`src/rtl/mem_stage_pkg.sv`:
```
// Shared opcodes, FSM encoding and opcode classifiers for the MEM stage.
// Imported by mem_stage, mem_lane_align and the bench.
package mem_stage_pkg;

    localparam logic [4:0] LW_OP = 5'h10;
    localparam logic [4:0] SW_OP = 5'h11;
    localparam logic [4:0] LB_OP = 5'h12;
    localparam logic [4:0] SB_OP = 5'h13;

    localparam logic STOP    = 1'b1;
    localparam logic NO_STOP = 1'b0;

    typedef enum logic [1:0] {
        MEM_IDLE = 2'd0,
        MEM_REQ  = 2'd1,
        MEM_DONE = 2'd2
    } mem_state_t;

    function automatic logic is_mem_op(input logic [4:0] op);
        return (op == LW_OP) || (op == SW_OP) || (op == LB_OP) || (op == SB_OP);
    endfunction

    function automatic logic is_load_op(input logic [4:0] op);
        return (op == LW_OP) || (op == LB_OP);
    endfunction

    function automatic logic is_store_op(input logic [4:0] op);
        return (op == SW_OP) || (op == SB_OP);
    endfunction

endpackage

```
`src/rtl/mem_lane_align.sv`:
```
// Byte-lane steering: byte enables, store data replication, load extraction/sign-extension, fault flags.
// Latency: combinational. Backpressure: none. Byte ops enabled by MEM_BYTE_EN.
module mem_lane_align
    import mem_stage_pkg::*;
(
    input  logic [4:0]  op,
    input  logic [1:0]  addr_lo,
    input  logic [31:0] reg2,
    input  logic [31:0] rdata,
    output logic [3:0]  be,
    output logic [31:0] wdata,
    output logic [31:0] ldata,
    output logic        misalign,
    output logic        unsupported
);

`ifdef MEM_BYTE_EN
    logic [7:0] rbyte;
    assign rbyte = rdata[{addr_lo, 3'b000} +: 8];
`endif

    always_comb begin
        be          = 4'b1111;
        wdata       = reg2;
        ldata       = rdata;
        misalign    = 1'b0;
        unsupported = 1'b0;
        case (op)
            LW_OP, SW_OP: misalign = (addr_lo != 2'b00);
`ifdef MEM_BYTE_EN
            LB_OP, SB_OP: begin
                be    = 4'b0001 << addr_lo;
                wdata = {4{reg2[7:0]}};
                ldata = {{24{rbyte[7]}}, rbyte};
            end
`else
            LB_OP, SB_OP: unsupported = 1'b1;
`endif
            default: ;
        endcase
    end

endmodule

```
`src/rtl/mem_stage.sv`:
```
// MEM pipeline stage: runs loads/stores over a req/ack bus, passes other ops straight to WB.
// Latency: 0 for non-memory ops; memory ops occupy IDLE + REQ cycles + DONE (min 3), stall high until DONE.
// Backpressure: dmem_ack_i gates completion; ACK_TIMEOUT bounds the wait. MEM_BYTE_EN enables LB/SB.
module mem_stage
    import mem_stage_pkg::*;
#(
    parameter int unsigned ACK_TIMEOUT = 255
)(
    input  logic        clk,
    input  logic        rst,
    input  logic [4:0]  aluop_i,
    input  logic [31:0] mem_addr_i,
    input  logic [31:0] reg2_i,
    input  logic        we_i,
    input  logic [4:0]  waddr_i,
    input  logic [31:0] wdata_i,
    output logic        we_o,
    output logic [4:0]  waddr_o,
    output logic [31:0] wdata_o,
    output logic        stall_from_mem,
    output logic        err_o,
    output logic        dmem_req_o,
    output logic        dmem_we_o,
    output logic [3:0]  dmem_be_o,
    output logic [31:0] dmem_addr_o,
    output logic [31:0] dmem_wdata_o,
    input  logic        dmem_ack_i,
    input  logic [31:0] dmem_rdata_i
);

    mem_state_t  state_q, state_d;
    logic [7:0]  cnt_q;
    logic [4:0]  op_q;
    logic [31:0] addr_q;
    logic [3:0]  be_q;
    logic [31:0] wdata_q;
    logic [31:0] ldata_q;
    logic [4:0]  waddr_q;
    logic        we_q;
    logic        req_q;
    logic        err_q;

    logic        mem_op_in;
    logic        in_req;
    logic        timeout;
    logic        bad_op;
    logic [4:0]  al_op;
    logic [1:0]  al_addr;
    logic [3:0]  al_be;
    logic [31:0] al_wdata;
    logic [31:0] al_ldata;
    logic        al_misalign;
    logic        al_unsup;

    assign mem_op_in = is_mem_op(aluop_i);
    assign in_req    = (state_q == MEM_REQ);
    assign timeout   = (cnt_q == 8'(ACK_TIMEOUT - 1));
    assign bad_op    = al_misalign || al_unsup;

    // Aligner sees the live op while accepting, and the latched op while waiting for read data.
    assign al_op   = (state_q == MEM_IDLE) ? aluop_i : op_q;
    assign al_addr = (state_q == MEM_IDLE) ? mem_addr_i[1:0] : addr_q[1:0];

    mem_lane_align u_align (
        .op          (al_op),
        .addr_lo     (al_addr),
        .reg2        (reg2_i),
        .rdata       (dmem_rdata_i),
        .be          (al_be),
        .wdata       (al_wdata),
        .ldata       (al_ldata),
        .misalign    (al_misalign),
        .unsupported (al_unsup)
    );

    always_comb begin
        state_d = state_q;
        case (state_q)
            MEM_IDLE: if (mem_op_in) state_d = bad_op ? MEM_DONE : MEM_REQ;
            MEM_REQ:  if (dmem_ack_i || timeout) state_d = MEM_DONE;
            MEM_DONE: state_d = MEM_IDLE;
            default:  state_d = MEM_IDLE;
        endcase
    end

    always_ff @(posedge clk or negedge rst) begin
        if (!rst) begin
            state_q <= MEM_IDLE;
            cnt_q   <= 8'd0;
            op_q    <= 5'd0;
            addr_q  <= 32'd0;
            be_q    <= 4'd0;
            wdata_q <= 32'd0;
            ldata_q <= 32'd0;
            waddr_q <= 5'd0;
            we_q    <= 1'b0;
            req_q   <= 1'b0;
            err_q   <= 1'b0;
        end else begin
            state_q <= state_d;
            req_q   <= (state_d == MEM_REQ);
            err_q   <= 1'b0;
            case (state_q)
                MEM_IDLE: begin
                    cnt_q <= 8'd0;
                    if (mem_op_in) begin
                        op_q    <= aluop_i;
                        addr_q  <= mem_addr_i;
                        be_q    <= al_be;
                        wdata_q <= al_wdata;
                        waddr_q <= waddr_i;
                        we_q    <= we_i;
                        ldata_q <= 32'd0;
                        err_q   <= bad_op;
                    end
                end
                MEM_REQ: begin
                    cnt_q <= cnt_q + 8'd1;
                    // Ack beats a coincident timeout.
                    if (dmem_ack_i) ldata_q <= al_ldata;
                    else if (timeout) err_q <= 1'b1;
                end
                default: cnt_q <= 8'd0;
            endcase
        end
    end

    assign err_o        = err_q;
    assign dmem_req_o   = req_q;
    assign dmem_we_o    = in_req && is_store_op(op_q);
    assign dmem_be_o    = in_req ? be_q : 4'd0;
    assign dmem_addr_o  = in_req ? {addr_q[31:2], 2'b00} : 32'd0;
    assign dmem_wdata_o = in_req ? wdata_q : 32'd0;

    always_comb begin
        stall_from_mem = NO_STOP;
        we_o           = 1'b0;
        waddr_o        = 5'd0;
        wdata_o        = 32'd0;
        if (rst) begin
            case (state_q)
                MEM_IDLE: begin
                    if (mem_op_in) begin
                        stall_from_mem = STOP;
                    end else begin
                        we_o    = we_i;
                        waddr_o = waddr_i;
                        wdata_o = wdata_i;
                    end
                end
                MEM_REQ: stall_from_mem = STOP;
                MEM_DONE: begin
                    we_o    = we_q && is_load_op(op_q) && !err_q;
                    waddr_o = waddr_q;
                    wdata_o = ldata_q;
                end
                default: ;
            endcase
        end
    end

endmodule
```
`config.mk`:
```
export PLATFORM = sky130hd
export DESIGN_NAME = mem_stage
export DESIGN_NICKNAME = d
export VERILOG_FILES = /design/src/rtl/mem_stage_pkg.sv /design/src/rtl/mem_lane_align.sv /design/src/rtl/mem_stage.sv
export SDC_FILE = /design/constraint.sdc
export NUM_CORES = 1
export LEC_CHECK = 0
export ABC_CLOCK_PERIOD_IN_PS = 3650
export BUFFER_PORTS_ARGS = -buffer_cell sky130_fd_sc_hd__buf_2
export CORE_AREA = 2 2 107 109
export DETAILED_ROUTE_END_ITERATION = 8
export DIE_AREA = 0 0 109 111
export PLACE_DENSITY = 0.82
export SYNTH_ARGS = -nofsm -noshare
export SYNTH_HDL_FRONTEND = slang
export SYNTH_SLANG_ARGS = --single-unit
```
`constraint.sdc`:
```
create_clock -name clk -period 3.65 [get_ports clk]
set_input_delay 0.5475 -clock clk [delete_from_list [all_inputs] [get_ports clk]]
set_output_delay 0.5475 -clock clk [all_outputs]
set_load 0.01 [all_outputs]
```
### Yosys cells after proc, flatten, opt, wreduce, memory -nomap -nowiden

Cells that the tools add are included.
Widths: inputs -> output; s select.

* register bits: 120
* input bits: 142
* output and inout bits: 110
* word-level logic and storage cells: 79

* $add $sub $neg: 1
* equality and inequality tests: 18
* mux-type cells: 31
* reduce and logical (&&, ||, !) cells: 18

Operator list (count)
* $mux 32: 6
* $pmux 32 s2: 2
* $eq 5x5->1 const B: 12
* $mux 5: 3
* $pmux 5 s2: 1
* $mux 1: 9
* $add 8x1->8 const B: 1
* $eq 8x8->1 const B: 1
* $mux 2: 4
* $mux 8: 1
* $logic_or 1x1->1: 7
* $pmux 1 s2: 3
* $eq 2x1->1 const B: 2
* $mux 4: 1
* $ne 2x2->1 const B: 2
* $pmux 2 s2: 1
* $reduce_bool 2->1: 2
* $reduce_or 2->1: 2
* $logic_and 1x1->1: 3
* $reduce_and 3->1: 1
* $eq 2x2->1 const B: 1
* $logic_not 2->1: 1
* $reduce_and 2->1: 1
* $logic_not 1->1: 1

### Logic depth before layout (Yosys ltp)

* depth after elaboration: 10
* mapped depth: 7
* depth with buffers taken out: 4

### Modules after synthesis

A second synthesis with hierarchy kept.

* cells, all modules: 512
* area, all modules: 6177.2 µm²

Modules (own cells, without submodules)
* mem_stage: instances 1, cells each 440, area each 5630.4 µm², seq. area each 3078.0 µm²
* mem_lane_align: instances 1, cells each 72, area each 546.8 µm², seq. area each 0.0 µm²

### Worst setup path before layout

No wires, ideal clock.

* path type: input port to output port
* start: input aluop_i[2]
* end: output stall_from_mem
* data arrival time: 1.613 ns
* required time: 3.102 ns
* slack: 1.490 ns
* cell stages on the path: 4
* buffers on the path: 2
* cells stage by stage: or3b_1 -> clkbuf_1 -> clkbuf_1 -> a211oi_1

* word-level cells in the longest chain between the ends: 7
* elaborated cells between the ends (all ways): 10
* classes of those cells: eq/ne: 4; mux: 3; reduce/logical: 3

Ends and longest elaborated chain
* start: declaration: line mem_stage.sv:11 `input logic [4:0] aluop_i,`
* $eq 5x5->1: line mem_stage_pkg.sv:20 `return (op == LW_OP) || (op == SW_OP) || (op == LB_OP) || (op == SB_OP);`
* $logic_or 1x1->1 (2 in a row): line mem_stage_pkg.sv:20
* $logic_or 1x1->1 (*): line mem_stage_pkg.sv:20
* $mux 1 (*): line mem_stage.sv:143 `if (mem_op_in) begin`
* $pmux 1 s2 (*): line mem_stage.sv:141 `case (state_q)`
* $mux 1 (*): line mem_stage.sv:140 `if (rst) begin`
* end: declaration: line mem_stage.sv:20 `output logic stall_from_mem,`

Every way passes the cells marked *; elsewhere a longest branch is shown, timed or not.

### Worst setup path in the final report

* start: register state_q[1]
* end: output dmem_addr_o[22]

* word-level cells in the longest chain between the ends: 2

Ends and longest elaborated chain
* start: declaration: line mem_stage.sv:31 `mem_state_t state_q, state_d;`
* start signal: assignment: line mem_stage.sv:100 `state_q <= state_d;`
* $eq 2x1->1: line mem_stage.sv:56 `assign in_req = (state_q == MEM_REQ);`
* $mux 32: line mem_stage.sv:132 `assign dmem_addr_o = in_req ? {addr_q[31:2], 2'b00} : 32'd0;`
* end: declaration: line mem_stage.sv:25 `output logic [31:0] dmem_addr_o,`

No other way between the ends.

==> flow_metrics.env <==
export IMPL_via_count=4558
export IMPL_post_route_drc_count=0
export IMPL_fp_dieH_um=111
export IMPL_grtUsageMet1=0.291
export IMPL_rsz0062_at_grt="false"
export IMPL_clk_path_buf_depth=2
export IMPL_r2r_start="state_q[1]"
export IMPL_post_cts_setup_buffers=0
export IMPL_syn_inst=462
export IMPL_nFillCells=798
export IMPL_clk_pin_slew_ns=0.05
export IMPL_dieArea_um2=12100
export IMPL_final_min_clock_period_ns=2.75
export IMPL_routed_wl_um=13700
export IMPL_cts_buffers=17
export IMPL_grt_pass1_vias=4445
export IMPL_crit_fanout=36
export IMPL_setup_violations=0
export IMPL_seq_area_frac_synth=0.533
export IMPL_slew_headroom=0.319
export IMPL_crit_type="reg2out"
export IMPL_synth_ff_type="dfrtp_1"
export IMPL_final_design_area_no_fill_um2=7380
export IMPL_fin_skew_ns=0.00841
export IMPL_fp_row_count=39
export IMPL_fin_crit_sh=0.755
export IMPL_utilization=0.666
export IMPL_use_met2=0.389
export IMPL_hold_path_class="in2async"
export IMPL_place_hpwl_um=9900
export IMPL_port_buffers=249
export IMPL_synth_edf_count=0
export IMPL_drv_cap=0
export IMPL_cts_tree="built"
export IMPL_p_per_area_nw_per_um2=498
export IMPL_tightestPinTransition_ns=1.02
export IMPL_cp_startpoint="state_q[1]"
export IMPL_intPower_uw=2830
export IMPL_vias_per_cell=5.36
export IMPL_fin_ws_ns=0.895
export IMPL_area_growth_pct=34.4
export IMPL_yosys_warnings=0
export IMPL_grt_max_degree=70
export IMPL_required_ns=3.10
export IMPL_end_kind="primary output"
export IMPL_wire_per_inst_um=16.2
export IMPL_clock_latency_ns=0.40
export IMPL_synthArstFlopShare=1.00
export IMPL_place_congestion=0.861
export IMPL_final_common_cell="buf_2"
export IMPL_hold_viol=0
export IMPL_fmax_mhz=363
export IMPL_cts_sinks=117
export IMPL_io_pins=252
export IMPL_initial_core_util=0.496
export IMPL_peakVddDrop_mv=0.230
export IMPL_avgSynthCellArea_um2=11.9
export IMPL_power_frac_seq=0.426
export IMPL_synth_top_area_cell="dfrtp_1"
export IMPL_core_area_um2=11100
export IMPL_root_buffer="clkbuf_16"
export IMPL_slew_violations=0
export IMPL_ctsResizeCount=0
export IMPL_cts_hold_buffers_added=0
export IMPL_busiest_layer="met2"
export IMPL_final_cell_mix="248 x buf_2, 117 x dfrtp_1, 66 x and2_1"
export IMPL_die_w_um=109
export IMPL_drtIter0Drc=250
export IMPL_track_usage=0.231
export IMPL_pwr_share_clk=0.445
export IMPL_grt_pass1_wl_um=21700
export IMPL_start_kind="flop"
export IMPL_run_status="finished, final reports clean"
export IMPL_drtPass1Iterations=4
export IMPL_p_sw_frac=0.229
export IMPL_antenna_found_initial=1
export IMPL_p_leak_uw=0.00385
export IMPL_netlist_top_cells_area="dfrtp_1 53%, mux2_2 11%, and2_1 7.5%"
export IMPL_place_area_um2=6790
export IMPL_combPwrFrac=0.129
export IMPL_synth_seq_cells=117
export IMPL_drive_above_1_share=0.511
export IMPL_met3_usage=0.0606
export IMPL_yosysTopAreaCellShare=0.533
export IMPL_layout_nets=838
export IMPL_grt_overflow=0
export IMPL_ant_nets=0
export IMPL_setup_tns_final_ns=0
export IMPL_rr_worst_depth=5
export IMPL_place_ws_ns=1.09
export IMPL_ys_types=36
export IMPL_hold_ws_ns=0.281
export IMPL_syn_cell_area_um2=5490
export IMPL_p_switching_uw=842
export IMPL_crit_arrival_ns=2.21
export IMPL_h_tree_depth=4
-- flip-flops by register name (all words and copies together) (netlist names) --
register    flops
ldata_q        32
addr_q         30
we_q            1
state_q         2
op_q            4
dmem_req_o      1
waddr_q         5
be_q            1
wdata_q        32
err_o           1
cnt_q           8
-- through the flow --
step                total power [uW]  instances
global route                    3850        851
CTS                             3710        850
finish                          3670        851
global placement                2030        818
floorplan                       1850        463
detailed placement              2060        818
-- logic make-up after synthesis --
logic type,after synthesis,synth area share
DFF,117,0.533
buffers and inverters,49,0.0435
and+or+nand+nor,138,0.136
AOI/OAI and AO/OA,83,0.127
muxes,69,0.150
xor gates and xnor gates,3,0.00479
other,1,0.000683
adders and majority gates,2,0.00456
-- path summary, 6_finish.rpt --
path                                         to  slack, ns
worst max-delay path            dmem_addr_o[22]       0.90
worst min-delay path                 waddr_q[3]       0.28
worst max register to register          op_q[0]       1.39
worst min register to register          be_q[0]       0.46
max in group asynchronous            wdata_q[8]       2.09
min in group clk                    ldata_q[15]       0.36
-- power by group through the flow --
| stage | Combinational (uW) | Clock [uW] | Sequential, uW |
|---|---|---|---|
| floorplan | 303 | 0 | 1550 |
| finish | 474 | 1630 | 1570 |
| detailed placement | 479 | 0 | 1580 |
| global placement | 459 | 0 | 1570 |
| CTS | 480 | 1660 | 1570 |
| global route | 520 | 1740 | 1590 |
-- cell usage after synthesis, types with 2 or more instances --
cell	count
buf_4	5
xor2_1	2
nor2b_1	2
nand2b_1	4
ha_1	2
nor3_1	2
a21oi_1	4
nand2_1	4
inv_1	2
buf_2	5
mux2_4	13
or3_1	3
nand3_1	4
a22o_1	34
and4_1	2
nor2_1	45
buf_1	2
nand4_1	3
a32oi_1	37
buf_6	4
clkbuf_1	30
o21ai_0	3
mux2_2	56
and2_1	66
dfrtp_1	117
-- area by class of cell --
type                    count  area [um2]  share of cell area
repair buffers            258        1330               0.180
well taps                 143         179              0.0242
clock inverters            11         133              0.0180
flip-flops and latches    117        2930               0.397
diodes                      1        2.50            0.000339
clock buffers              21         450              0.0610
inverters                   3        11.3             0.00153
multi-input cells         297        2350               0.318
-- metal layers --
| metal | wire length (um) | part of all wire |
|---|---|---|
| met5 | 0 | 0 |
| met4 | 146 | 0.011 |
| met3 | 974 | 0.071 |
| met2 | 6780 | 0.49 |
| met1 | 5850 | 0.43 |
-- worst max-delay path: stages (launching register included) --
cell and delay (ns):
dfrtp_1 0.54, nor2b_4 0.54, buf_4 0.38, and2_1 0.19, buf_2 0.14
Note: power is estimated with default switching activity, not from simulation.
